--- config.mk ---
export PLATFORM = sky130hd
export DESIGN_NAME = cmp_share_arbiter_flat
export DESIGN_NICKNAME = d
export VERILOG_FILES = /design/src/rtl/cmp_share_arbiter_if.sv /design/src/rtl/cmp_share_arbiter.sv /design/src/flat_wrapper.sv
export SDC_FILE = /design/constraint.sdc
export NUM_CORES = 1
export LEC_CHECK = 0
export CORE_MARGIN = 2
export CORE_UTILIZATION = 47
export DETAILED_ROUTE_END_ITERATION = 10
export PLACE_DENSITY = 0.84
export SETUP_SLACK_MARGIN = 0.4
export SYNTH_ARGS = -nofsm -noshare
export SYNTH_HDL_FRONTEND = slang
export SYNTH_SLANG_ARGS = --single-unit
--- constraint.sdc ---
create_clock -name clk -period 2.75 [get_ports clk]
set_clock_uncertainty 0.15 [all_clocks]
set_input_delay 0.55 -clock clk [delete_from_list [all_inputs] [get_ports clk]]
set_output_delay 0.55 -clock clk [all_outputs]
set_load 0.05 [all_outputs]
--- src/rtl/cmp_share_arbiter_if.sv ---
// Request/result bundle between the compare requesters and the shared
// compare sequencer.
//   req    : request level per requester (bit i = requester i)
//   opa/opb: operand pair of requester i at [i*WIDTH +: WIDTH]
//   done   : one-hot, one-cycle result-valid pulse
//   eq/lt/gt: registered unsigned compare result of the last transaction
//   gnt_id : index of the current or last granted requester
//   busy   : sequencer is not idle
interface cmp_share_arbiter_if #(
    parameter int unsigned NREQ  = 4,
    parameter int unsigned WIDTH = 4
);
    localparam int unsigned IDW = (NREQ > 1) ? $clog2(NREQ) : 1;

    logic [NREQ-1:0]       req;
    logic [NREQ*WIDTH-1:0] opa;
    logic [NREQ*WIDTH-1:0] opb;
    logic [NREQ-1:0]       done;
    logic                  eq;
    logic                  lt;
    logic                  gt;
    logic [IDW-1:0]        gnt_id;
    logic                  busy;

    // Requester side
    modport master (
        output req, opa, opb,
        input  done, eq, lt, gt, gnt_id, busy
    );

    // Sequencer side
    modport slave (
        input  req, opa, opb,
        output done, eq, lt, gt, gnt_id, busy
    );
endinterface

--- src/rtl/cmp_share_arbiter.sv ---
// Round-robin arbiter/sequencer sharing one unsigned magnitude comparator
// among NREQ requesters. One transaction takes three cycles:
// IDLE (grant + operand latch) -> EVAL (compare, register result + DONE)
// -> RESP (DONE visible, advance pointer).
// Ports:
//   clk   : rising-edge clock
//   rst_n : asynchronous active-low reset
//   bus   : slave modport of cmp_share_arbiter_if (requests in, results out)
module cmp_share_arbiter #(
    parameter int unsigned NREQ  = 4,
    parameter int unsigned WIDTH = 4
) (
    input  logic                clk,
    input  logic                rst_n,
    cmp_share_arbiter_if.slave  bus
);
    localparam int unsigned IDW = (NREQ > 1) ? $clog2(NREQ) : 1;

    typedef enum logic [1:0] {
        S_IDLE = 2'd0,
        S_EVAL = 2'd1,
        S_RESP = 2'd2
    } state_e;

    state_e             state_q, state_d;
    logic [IDW-1:0]     ptr_q, ptr_d;
    logic [IDW-1:0]     gnt_q, gnt_d;
    logic [WIDTH-1:0]   opa_q, opa_d;
    logic [WIDTH-1:0]   opb_q, opb_d;
    logic [NREQ-1:0]    done_q, done_d;
    logic               eq_q, eq_d;
    logic               lt_q, lt_d;
    logic               gt_q, gt_d;
    logic               busy_q, busy_d;

    logic               found;
    logic [IDW-1:0]     grant_idx;
    logic [IDW:0]       idx;
    logic [WIDTH-1:0]   opa_sel;
    logic [WIDTH-1:0]   opb_sel;

    // Rotating priority search: first set request at or above ptr, modulo NREQ.
    always_comb begin
        found     = 1'b0;
        grant_idx = '0;
        idx       = '0;
        for (int unsigned k = 0; k < NREQ; k++) begin
            idx = {1'b0, ptr_q} + (IDW+1)'(k);
            if (idx >= (IDW+1)'(NREQ)) begin
                idx = idx - (IDW+1)'(NREQ);
            end
            if (!found && bus.req[idx[IDW-1:0]]) begin
                found     = 1'b1;
                grant_idx = idx[IDW-1:0];
            end
        end
    end

    // Operand mux for the winning requester.
    always_comb begin
        opa_sel = '0;
        opb_sel = '0;
        for (int unsigned i = 0; i < NREQ; i++) begin
            if (grant_idx == IDW'(i)) begin
                opa_sel = bus.opa[i*WIDTH +: WIDTH];
                opb_sel = bus.opb[i*WIDTH +: WIDTH];
            end
        end
    end

    // Next-state and datapath update.
    always_comb begin
        state_d = state_q;
        ptr_d   = ptr_q;
        gnt_d   = gnt_q;
        opa_d   = opa_q;
        opb_d   = opb_q;
        done_d  = '0;
        eq_d    = eq_q;
        lt_d    = lt_q;
        gt_d    = gt_q;

        unique case (state_q)
            S_IDLE: begin
                if (found) begin
                    opa_d   = opa_sel;
                    opb_d   = opb_sel;
                    gnt_d   = grant_idx;
                    state_d = S_EVAL;
                end
            end
            S_EVAL: begin
                // Latched operands only; live operands are ignored here.
                eq_d    = (opa_q == opb_q);
                lt_d    = (opa_q <  opb_q);
                gt_d    = (opa_q >  opb_q);
                done_d  = NREQ'(1) << gnt_q;
                state_d = S_RESP;
            end
            S_RESP: begin
                // Served requester drops to lowest priority.
                if (gnt_q == IDW'(NREQ - 1)) begin
                    ptr_d = '0;
                end else begin
                    ptr_d = gnt_q + IDW'(1);
                end
                state_d = S_IDLE;
            end
            default: begin
                state_d = S_IDLE;
            end
        endcase

        busy_d = (state_d != S_IDLE);
    end

    // State and output registers.
    always_ff @(posedge clk or negedge rst_n) begin
        if (!rst_n) begin
            state_q <= S_IDLE;
            ptr_q   <= '0;
            gnt_q   <= '0;
            opa_q   <= '0;
            opb_q   <= '0;
            done_q  <= '0;
            eq_q    <= 1'b0;
            lt_q    <= 1'b0;
            gt_q    <= 1'b0;
            busy_q  <= 1'b0;
        end else begin
            state_q <= state_d;
            ptr_q   <= ptr_d;
            gnt_q   <= gnt_d;
            opa_q   <= opa_d;
            opb_q   <= opb_d;
            done_q  <= done_d;
            eq_q    <= eq_d;
            lt_q    <= lt_d;
            gt_q    <= gt_d;
            busy_q  <= busy_d;
        end
    end

    assign bus.done   = done_q;
    assign bus.eq     = eq_q;
    assign bus.lt     = lt_q;
    assign bus.gt     = gt_q;
    assign bus.gnt_id = gnt_q;
    assign bus.busy   = busy_q;
endmodule

--- src/flat_wrapper.sv ---
// flat-port wrapper written by rule: the top's interface ports become plain ports
module cmp_share_arbiter_flat 
#(
    parameter int unsigned NREQ  = 4,
    parameter int unsigned WIDTH = 4
)
  (clk, rst_n, bus_req, bus_opa, bus_opb, bus_done, bus_eq, bus_lt, bus_gt, bus_gnt_id, bus_busy);
  cmp_share_arbiter_if #(.NREQ(NREQ), .WIDTH(WIDTH)) bus_i ();
  input  logic clk;
  input  logic rst_n;
  input wire logic [$bits(bus_i.req)-1:0] bus_req;
  input wire logic [$bits(bus_i.opa)-1:0] bus_opa;
  input wire logic [$bits(bus_i.opb)-1:0] bus_opb;
  output wire logic [$bits(bus_i.done)-1:0] bus_done;
  output wire logic [$bits(bus_i.eq)-1:0] bus_eq;
  output wire logic [$bits(bus_i.lt)-1:0] bus_lt;
  output wire logic [$bits(bus_i.gt)-1:0] bus_gt;
  output wire logic [$bits(bus_i.gnt_id)-1:0] bus_gnt_id;
  output wire logic [$bits(bus_i.busy)-1:0] bus_busy;
  assign bus_i.req = bus_req;
  assign bus_i.opa = bus_opa;
  assign bus_i.opb = bus_opb;
  assign bus_done = bus_i.done;
  assign bus_eq = bus_i.eq;
  assign bus_lt = bus_i.lt;
  assign bus_gt = bus_i.gt;
  assign bus_gnt_id = bus_i.gnt_id;
  assign bus_busy = bus_i.busy;
  cmp_share_arbiter #(.NREQ(NREQ), .WIDTH(WIDTH)) u_core (.clk(clk), .rst_n(rst_n), .bus(bus_i));
endmodule
==> run summary <==
status: completed
min-delay src: u_core.bus.gt$_DFFE_PN0P_
Clock Pin Slew Worst Setup and Hold Paths: 0.12 ns
worst-path cell chain: clkdlybuf4s50_1
Clk Latency, worst-skew pair: 0.30 ns
crit path time final: 2.27 ns
RSZ-0062 raised after global routing: false
number of synthesized register bits: 22
vias in the first global route: 1124
final worst slack: 0.478 ns
Synth async-reset ratio: 100%
Die Wd: 56.6 um
DR WL/cell: 14.1 um
hold slack: 0.359 ns
total wire length: 3.04 mm
# IOs: 48
crit path launch: u_core.bus.gnt_id[1]$_DFFE_PN0P_
register area share after synthesis: 42.3%
final net count: 231
H-tree Lvls: 1
Hold Vio Cnt, Final: 0
Worst slew margin: 37.7%
Synth Warn #: 0
Die H: 56.6 um
placed cell area: 1810 um^2
Worst Path Required: 2.05 ns
Hold Buf Count CTS: 0
Synth area leader: dfrtp_1
All-Layer GR Usage: 19.9%
Routability Congestion: 0.772
leak pwr: 0.857 nW
GRT Residual Overflow: 0
Area Growth Syn to Fin: 47.3%
clock sinks: 22
First DRT Iteration DRCs: 18
Design Area, Final: 1920 um^2
largest cells by area after synthesis: dfrtp_1 42%, ha_1 7.7%, nand2_1 6.3%
ys flop type: dfrtp_1
critical path type: flop to output pin
slowest cell on the critical path: clkdlybuf4s50_1
Tcrit/Tclk final: 82.6%
mapped cell area: 1300 um^2
Pwr Total: 1.95 mW
Slew Limit Fails: 0
Worst VDD drop: 699 uV
via count: 1179
Critical Path AT: 1.57 ns
R2R depth: 5
min-delay worst type: flop to flop
largest net degree at the start of global routing: 23
worst hold path endpoint: u_core.bus.gt$_DFFE_PN0P_
Port Buf Inserts: 47
minimum setup slack after placement: -0.0477 ns
critical path endpoint category: output pin
hold depth: 2
number of library cell types mapped by synthesis: 31
# rows: 19
CTS Buf Count: 3
Cells after Synth: 133
Clock Tree Buf Depth: 2
CP Max Fanout: 5
Reg-to-Reg Start: u_core.ptr_q[1]$_DFFE_PN0N_
Starting Density: 48.5%
first-pass GRT wire length: 4.98 mm
post-synth net total: 179
antenna cells: 0
Max stage delay on crit path: 0.83 ns
Core Area: 2690 um^2
drt via density: 5.48
Cell Pwr Density: 1020 nW/um^2
Final ANT Viol Nets: 0
DR DRC count: 0
HPWL after detailed placement: 2.48 mm
Fmax: 0.440 GHz
endpoints failing setup: 0
Slew @ Worst Pin: 0.932 ns
TritonCTS clock tree: yes
r2r endpoint: u_core.opb_q[2]$_DFFE_PN0P_
Synth top area share: 42.3%
Post-synth EDFFs: 0
layout cells sized above 1: 12.0%
Worst Path Buf+Inv: 1
total negative slack: 0 ns
maxcap violations: 0
Mean Syn Cell Area: 9.79 um^2
Post-synth top cells: 22 x dfrtp_1, 22 x nand2_1, 10 x inv_1, 9 x nor2_1
die area: 3210 um^2
CP Launch Type: flop
Top delay family on crit path: buffers and inverters
root buf cell: clkbuf_4
r2r setup slk: 0.79 ns
initial antenna violation count: 0
First-pass DRT Iterations: 4
report_power, final:
part | leakage (nW) | switching (mW) | total (mW) | internal (mW)
sequential | 0.267 | 0.114 | 0.585 | 0.471
clock | 0.0279 | 0.0953 | 0.243 | 0.147
combinational | 0.562 | 0.664 | 1.12 | 0.455
routing by layer:
metal | vias to the layer above | routed length (um) | part of all wire (%) | track usage, %
met3 | 6 | 121 | 4.0 | 1.84
met4 | 0 | 56 | 1.8 | 8.50
met5 | - | 0 | 0 | 0
li1 | 583 | - | - | -
met1 | 560 | 1330 | 44 | 26.7
met2 | 30 | 1530 | 50 | 32.9
timing repair:
| action | in CTS | in global routing |
|---|---|---|
| resized for setup | 1 | 10 |
| setup buffers | 0 | 0 |
| pin swaps | 1 | 0 |
| endpoints found under the setup margin | 8 | 9 |
registers in the layout, indices dropped and copies added, names as in the netlist:
name               cells
u_core.bus.busy        1
u_core.bus.done        4
u_core.bus.eq          1
u_core.bus.gnt_id      2
u_core.bus.gt          1
u_core.bus.lt          1
u_core.opa_q           4
u_core.opb_q           4
u_core.ptr_q           2
u_core.state_q         2
how the worst max path moves through the flow:
| stage | to | slack [ns] | cells after the start |
|---|---|---|---|
| 2_1_floorplan | u_core.opb_q[2]$_DFFE_PN0P_ | 0.82 | 4 |
| 3_3_place_gp | u_core.opb_q[1]$_DFFE_PN0P_ | 0.08 | 5 |
| 3_5_place_dp | u_core.opb_q[2]$_DFFE_PN0P_ | -0.05 | 5 |
| 4_1_cts | u_core.opa_q[1]$_DFFE_PN0P_ | 0.40 | 7 |
| 5_1_grt | bus_gnt_id[1] | 0.43 | 1 |
| 6_report | bus_gnt_id[1] | 0.48 | 1 |
cell usage in the layout (no fill, tap or decap), types with 3 or more instances in the layout:
cell | synthesis | layout
clkbuf_4 | 0 | 3
inv_1 | 10 | 10
dfrtp_1 | 22 | 22
and2b_1 | 4 | 4
nand2_1 | 22 | 22
a311oi_1 | 8 | 8
o21ai_0 | 5 | 5
a21oi_1 | 3 | 3
a221oi_1 | 8 | 4
nand2b_1 | 4 | 4
clkdlybuf4s50_1 | 0 | 44
ha_1 | 8 | 8
and2_1 | 4 | 4
nor2_1 | 9 | 9
a221oi_2 | 0 | 4
nor2b_1 | 6 | 6
metrics by stage:
step	util [%]	std cells
floorplan	-	133
global placement	67.5	211
detailed placement	67.5	211
CTS	69.4	215
global route	71.4	215
finish	71.4	215
cell type report:
class,count,area [um^2]
inverter,11,41.3
sequential,22,551
fill,188,768
tap,31,38.8
multi-input combinational,98,746
timing repair buffer,49,489
clock buffer,3,22.5
clock inverter,1,30.0
cell families after synthesis:
| logic type | count (synthesis) | synth area share (%) |
|---|---|---|
| buffers and inverters | 13 | 4.13 |
| DFF | 22 | 42.3 |
| and+or+nand+nor | 55 | 22.1 |
| muxes | 2 | 1.73 |
| AOI/OAI and AO/OA | 33 | 22.1 |
| adders and majority gates | 8 | 7.69 |
No activity file was read; power rests on OpenSTA's default activity.
